===== config.mk =====
export PLATFORM = sky130hd
export DESIGN_NAME = frame_sender_flat
export DESIGN_NICKNAME = d
export VERILOG_FILES = /design/src/rtl/frame_sender_pkg.sv /design/src/rtl/frame_sender_if.sv /design/src/rtl/frame_sender_bit_timer.sv /design/src/rtl/frame_sender.sv /design/src/flat_wrapper.sv
export SDC_FILE = /design/constraint.sdc
export NUM_CORES = 1
export LEC_CHECK = 0
export ABC_AREA = 0
export CORE_UTILIZATION = 58
export DETAILED_ROUTE_END_ITERATION = 12
export GPL_TIMING_DRIVEN = 0
export PLACE_DENSITY = 0.83
export SYNTH_ARGS = -nofsm -noshare
export SYNTH_HDL_FRONTEND = slang
export SYNTH_HIERARCHICAL = 1
export SYNTH_SLANG_ARGS = --single-unit

===== constraint.sdc =====
create_clock -name clk -period 4.3 [get_ports clk]
set_input_delay 0.86 -clock clk [delete_from_list [all_inputs] [get_ports clk]]
set_output_delay 0.86 -clock clk [all_outputs]
set_load 0.03 [all_outputs]

===== src/rtl/frame_sender_pkg.sv =====
// rtl/frame_sender_pkg.sv - shared state encoding and parity constants for the serial frame sender
package frame_sender_pkg;

    typedef enum logic [2:0] {
        IDLE,
        START,
        DATA,
        PARITY,
        STOP
    } state_e;

    localparam int PARITY_NONE = 0;
    localparam int PARITY_EVEN = 1;
    localparam int PARITY_ODD  = 2;

    // Wide enough for the largest bit index: start + 16 data + parity + 2 stop.
    function automatic int count_w(int data_w);
        return $clog2(data_w + 5);
    endfunction

endpackage


===== src/rtl/frame_sender_if.sv =====
// rtl/frame_sender_if.sv - load/payload handshake and serial line status bundle
interface frame_sender_if
    import frame_sender_pkg::*;
#(
    parameter int DATA_W = 8
) ();

    localparam int CNT_W = count_w(DATA_W);

    logic              load;
    logic [DATA_W-1:0] databyte;
    logic              ready;
    logic              transmitting;
    logic              outbit;
    logic [CNT_W-1:0]  count;

    modport master (
        output load,
        output databyte,
        input  ready,
        input  transmitting,
        input  outbit,
        input  count
    );

    modport slave (
        input  load,
        input  databyte,
        output ready,
        output transmitting,
        output outbit,
        output count
    );

endinterface


===== src/rtl/frame_sender_bit_timer.sv =====
// rtl/frame_sender_bit_timer.sv - per-bit oversample tick counter, pulses bit_done on the last clock of a bit
module bit_timer #(
    parameter int OVERSAMPLE = 16
) (
    input  logic clk,
    input  logic reset,
    input  logic enable,
    output logic bit_done
);

    localparam int TW = (OVERSAMPLE > 1) ? $clog2(OVERSAMPLE) : 1;
    localparam logic [TW-1:0] LAST_TICK = TW'(OVERSAMPLE - 1);

    logic [TW-1:0] tick_q;
    logic [TW-1:0] tick_d;

    always_comb begin
        tick_d = tick_q;
        if (!enable || tick_q == LAST_TICK) begin
            tick_d = '0;
        end else begin
            tick_d = tick_q + TW'(1);
        end
    end

    always_ff @(posedge clk) begin
        if (!reset) begin
            tick_q <= '0;
        end else begin
            tick_q <= tick_d;
        end
    end

    assign bit_done = enable && (tick_q == LAST_TICK);

endmodule


===== src/rtl/frame_sender.sv =====
// rtl/frame_sender.sv - serial frame transmitter: start, LSB-first payload, optional parity, stop bits
module frame_sender
    import frame_sender_pkg::*;
#(
    parameter int DATA_W      = 8,
    parameter int OVERSAMPLE  = 16,
    parameter int PARITY_MODE = 0,
    parameter int STOP_BITS   = 1
) (
    input  logic           clk,
    input  logic           reset,
    frame_sender_if.slave  bus
);

    localparam int CNT_W = count_w(DATA_W);
    localparam logic [CNT_W-1:0] LAST_DATA = CNT_W'(DATA_W - 1);
    localparam logic [CNT_W-1:0] LAST_STOP = CNT_W'(STOP_BITS - 1);
    localparam bit HAS_PARITY = (PARITY_MODE != PARITY_NONE);
    localparam bit ODD_PARITY = (PARITY_MODE == PARITY_ODD);

    state_e            state_q, state_d;
    logic [DATA_W-1:0] shift_q, shift_d;
    logic              par_q, par_d;
    logic [CNT_W-1:0]  sub_q, sub_d;
    logic [CNT_W-1:0]  count_q, count_d;
    logic              outbit_q, outbit_d;
    logic              bit_done;
    logic              ready;
    logic              transmitting;

    bit_timer #(
        .OVERSAMPLE(OVERSAMPLE)
    ) u_bit_timer (
        .clk      (clk),
        .reset    (reset),
        .enable   (state_q != IDLE),
        .bit_done (bit_done)
    );

    always_ff @(posedge clk) begin
        if (!reset) begin
            state_q  <= IDLE;
            shift_q  <= '0;
            par_q    <= 1'b0;
            sub_q    <= '0;
            count_q  <= '0;
            outbit_q <= 1'b1;
        end else begin
            state_q  <= state_d;
            shift_q  <= shift_d;
            par_q    <= par_d;
            sub_q    <= sub_d;
            count_q  <= count_d;
            outbit_q <= outbit_d;
        end
    end

    // sub_q indexes within the data or stop field; count_q is the frame-wide bit index.
    always_comb begin
        state_d = state_q;
        shift_d = shift_q;
        par_d   = par_q;
        sub_d   = sub_q;
        count_d = count_q;
        case (state_q)
            IDLE: ;
            START: begin
                if (bit_done) begin
                    state_d = DATA;
                    sub_d   = '0;
                    count_d = count_q + CNT_W'(1);
                end
            end
            DATA: begin
                if (bit_done) begin
                    shift_d = shift_q >> 1;
                    count_d = count_q + CNT_W'(1);
                    if (sub_q == LAST_DATA) begin
                        state_d = HAS_PARITY ? PARITY : STOP;
                        sub_d   = '0;
                    end else begin
                        sub_d = sub_q + CNT_W'(1);
                    end
                end
            end
            PARITY: begin
                if (bit_done) begin
                    state_d = STOP;
                    sub_d   = '0;
                    count_d = count_q + CNT_W'(1);
                end
            end
            STOP: begin
                if (bit_done) begin
                    if (sub_q == LAST_STOP) begin
                        state_d = IDLE;
                        sub_d   = '0;
                        count_d = '0;
                    end else begin
                        sub_d   = sub_q + CNT_W'(1);
                        count_d = count_q + CNT_W'(1);
                    end
                end
            end
            default: state_d = IDLE;
        endcase
        // Accepting in the final stop clock chains frames with no idle gap.
        if (ready && bus.load) begin
            state_d = START;
            shift_d = bus.databyte;
            par_d   = (^bus.databyte) ^ ODD_PARITY;
            sub_d   = '0;
            count_d = '0;
        end
    end

    always_comb begin
        ready        = (state_q == IDLE) ||
                       ((state_q == STOP) && (sub_q == LAST_STOP) && bit_done);
        transmitting = (state_q != IDLE);
        outbit_d     = 1'b1;
        case (state_d)
            IDLE:    outbit_d = 1'b1;
            START:   outbit_d = 1'b0;
            DATA:    outbit_d = shift_d[0];
            PARITY:  outbit_d = par_d;
            STOP:    outbit_d = 1'b1;
            default: outbit_d = 1'b1;
        endcase
    end

    assign bus.ready        = ready;
    assign bus.transmitting = transmitting;
    assign bus.outbit       = outbit_q;
    assign bus.count        = count_q;

endmodule


===== src/flat_wrapper.sv =====
// flat-port wrapper written by rule: the top's interface ports become plain ports
module frame_sender_flat import frame_sender_pkg::*;
#(
    parameter int DATA_W      = 8,
    parameter int OVERSAMPLE  = 16,
    parameter int PARITY_MODE = 0,
    parameter int STOP_BITS   = 1
)
  (clk, reset, bus_load, bus_databyte, bus_ready, bus_transmitting, bus_outbit, bus_count);
  frame_sender_if #(.DATA_W(DATA_W)) bus_i ();
  input  logic clk;
  input  logic reset;
  input wire logic [$bits(bus_i.load)-1:0] bus_load;
  input wire logic [$bits(bus_i.databyte)-1:0] bus_databyte;
  output wire logic [$bits(bus_i.ready)-1:0] bus_ready;
  output wire logic [$bits(bus_i.transmitting)-1:0] bus_transmitting;
  output wire logic [$bits(bus_i.outbit)-1:0] bus_outbit;
  output wire logic [$bits(bus_i.count)-1:0] bus_count;
  assign bus_i.load = bus_load;
  assign bus_i.databyte = bus_databyte;
  assign bus_ready = bus_i.ready;
  assign bus_transmitting = bus_i.transmitting;
  assign bus_outbit = bus_i.outbit;
  assign bus_count = bus_i.count;
  frame_sender #(.DATA_W(DATA_W), .OVERSAMPLE(OVERSAMPLE), .PARITY_MODE(PARITY_MODE), .STOP_BITS(STOP_BITS)) u_core (.clk(clk), .reset(reset), .bus(bus_i));
endmodule

==> qor.txt <==
first-pass GRT wire length: 4.75 mm
routing usage on met1: 0.322
Layout area overhead: 16.8%
DR pass1 iterations: 4
delay-heaviest family, CP: buffers and inverters
total negative slack: 0 ns
Power Density: 264 mW/mm^2
wire per inst: 13.6 microns
GR Util met3: 0.0394
Placed Cells: 198
status: finished clean
DRT antenna net count: 0
I/O pin count: 18
switch share: 0.258
clock skew: 0.0138 ns
Post-layout nets: 190
layout cells sized above 1: 0.0862
hold crit path type: reg2reg
mean cell area of the mapped netlist: 9.03 sq um
largest net degree at the start of global routing: 14
R2R cell count: 9
Power, Total: 425 uW
filler cell count: 178
detailed placement HPWL: 2.09 mm
CP max stage delay: 0.68 ns
Hold Path End: u_core/u_bit_timer/tick_q[0]$_SDFF_PP0_
yosys warns: 6
CP Launch Type: flip-flop
CTS tree: done
f_max: 0.307 GHz
Crit. End Element: primary output
Primary FF master, synth: dfxtp_1
I/O Buffers: 17
clock root buffer: clkbuf_4
multi-input logic area: 810 sq um
Clk network pwr share: 0.242
final WL: 2.74 mm
H-tree depth: 1
RSZ-0062 raised after global routing: no
GR Overflow Total: 0
antenna violations before repair: 0
synthesized area: 0.00138 sq mm
latest clock arrival within the worst-skew pair: 0.32 ns
Gate power share: 0.178
CP Data Arrival Time: 2.39 ns
Flop pwr share: 0.580
Row Count: 17
full die area: 0.00258 sq mm
post-synth cell types: 42
CP Data Required Time: 3.44 ns
Sink Count: 25
HP Start: u_core/u_bit_timer/tick_q[0]$_SDFF_PP0_
max-cap violation count: 0
CTS max path bufs: 2
Post-synth EDFFs: 0
gr usage total: 0.240
setup ws final: 1.05 ns
post-CTS setup repair buffer count: 0
crit path max-delay cell type: clkdlybuf4s50_1
Non-Filler Instances: 202
Final setup violation count: 0
max-slew violations: 0
Die W: 50.8 microns
CTS buffer count: 3
Net Count, Synth: 168
crit path max fanout: 9
Rel. slew slack: 0.639
async set-reset flop share out of synthesis: 0
Vias per Instance: 5.69
routability cong.: 0.854
diode count: 0
Post-CTS Hold Buffers: 0
Mapped Cells: 153
GR peak layer: met2
worst vdd ir: 211 uV
Post-route DRC: 0
Via Count: 1150
Seq/Total Area, Yosys: 0.362
final hold slack: 0.464 ns
Core ar.: 0.00223 sq mm
worst hold stages: 1
GR Util met2: 0.391
final hold violations: 0
post-route cell area: 0.00161 sq mm
final core occ: 0.722
sw power: 110 uW
crit path cell chain: or3_1, buf_4, inv_1, nor2_1, nand4bb_1, a21oi_1, clkdlybuf4s50_1
WS Path Type: reg2out
CTS-repair resized insts: 0
worst r2r src: u_core/state_q[2]$_SDFF_PN0_
drt first-iter violations: 38
Leakage Power: 0.657 nW
Tmin final: 3.25 ns
RR Endpoint: u_core/shift_q[6]$_SDFFE_PN0P_
Reg2Reg Setup Slack: 2.07 ns
Starting Density: 0.618
Register Area: 500 sq um
CP Depth: 7
vias in the first global route: 1119
dpl ws: 1.42 ns
clk slew on worst S/H paths: 0.14 ns
Internal: 315 uW
fin crit share: 0.757
Die Y: 50.8 microns
placed standard-cell area: 0.00159 sq mm
WP buf/inv: 3
#FFs+latches synth: 25
slew of the pin with the lowest slew margin: 0.536 ns
## logic make-up after synthesis
family                     after synthesis  synth area share
and+or+nand+nor                         59             0.235
AOI/OAI and AO/OA                       30             0.174
DFF                                     25             0.362
buffers and inverters                   14            0.0516
xor gates and xnor gates                12            0.0761
muxes                                    9            0.0652
adders and majority gates                4            0.0362
## cells in the mapped netlist (2+ instances only)
| library cell | number | area share |
|---|---|---|
| dfxtp_1 | 25 | 0.36 |
| nand2_1 | 16 | 0.043 |
| nor2_1 | 11 | 0.030 |
| mux2i_1 | 9 | 0.065 |
| o211a_1 | 8 | 0.058 |
| nand3_1 | 7 | 0.025 |
| a21oi_1 | 6 | 0.022 |
| inv_1 | 6 | 0.016 |
| xnor2_1 | 6 | 0.038 |
| xor2_1 | 6 | 0.038 |
| nor2b_1 | 5 | 0.023 |
| ha_1 | 4 | 0.036 |
| o21ai_0 | 4 | 0.014 |
| buf_2 | 3 | 0.011 |
| nand2b_1 | 3 | 0.014 |
| nand4_1 | 3 | 0.014 |
| a211o_1 | 2 | 0.013 |
| and3_1 | 2 | 0.0091 |
| buf_4 | 2 | 0.011 |
| clkbuf_1 | 2 | 0.0054 |
| o31ai_1 | 2 | 0.011 |
## state kept, by name (all words and copies together) (netlist names)
register	flops
u_core/shift_q	8
u_core/bus.count	4
u_core/sub_q	4
u_core/u_bit_timer/tick_q	4
u_core/state_q	3
u_core/bus.outbit	1
u_core/par_q	1
## how the worst max path moves through the flow
stage                                       startpoint   endpoint  slack, ns
after floorplan           u_core/state_q[2]$_SDFF_PN0_  bus_ready       1.85
after global placement    u_core/state_q[2]$_SDFF_PN0_  bus_ready       1.41
after detailed placement  u_core/state_q[2]$_SDFF_PN0_  bus_ready       1.42
after CTS                 u_core/state_q[2]$_SDFF_PN0_  bus_ready       1.05
after global routing      u_core/state_q[2]$_SDFF_PN0_  bus_ready       0.88
final                     u_core/state_q[2]$_SDFF_PN0_  bus_ready       1.05
## cell usage in the layout (no fill, tap or decap), types with 2 or more instances in the layout
master           count
dfxtp_1             25
clkdlybuf4s50_1     17
nand2_1             16
nor2_1              11
mux2i_1              9
o211a_1              8
nand3_1              7
inv_1                6
a21oi_1              6
xor2_1               6
xnor2_1              6
nor2b_1              5
o21ai_0              4
ha_1                 4
clkbuf_4             3
clkbuf_1             3
buf_2                3
nand4_1              3
nand2b_1             3
buf_4                2
o31ai_1              2
a211o_1              2
and3_1               2
## power by group through the flow
stage | Combinational [mW] | Sequential, mW | Clock, mW
after floorplan | 0.0489 | 0.252 | 0
after global placement | 0.0730 | 0.251 | 0
after detailed placement | 0.0756 | 0.252 | 0
after CTS | 0.0758 | 0.247 | 0.107
after global routing | 0.0828 | 0.248 | 0.116
final | 0.0757 | 0.247 | 0.103
## layout make-up
class	instances	area share
tap	28	0.0217
inverter	6	0.0140
timing repair buffer	17	0.106
multi-input combinational	114	0.502
sequential	25	0.310
buffer	8	0.0303
clock buffer	4	0.0163
## metal layers
metal / routed length [microns] / vias up
met4: 19 / 0
met3: 144 / 2
li1: - / 584
met5: 0 / -
met2: 1330 / 38
met1: 1250 / 526
Note: power is estimated with default switching activity, not from simulation.
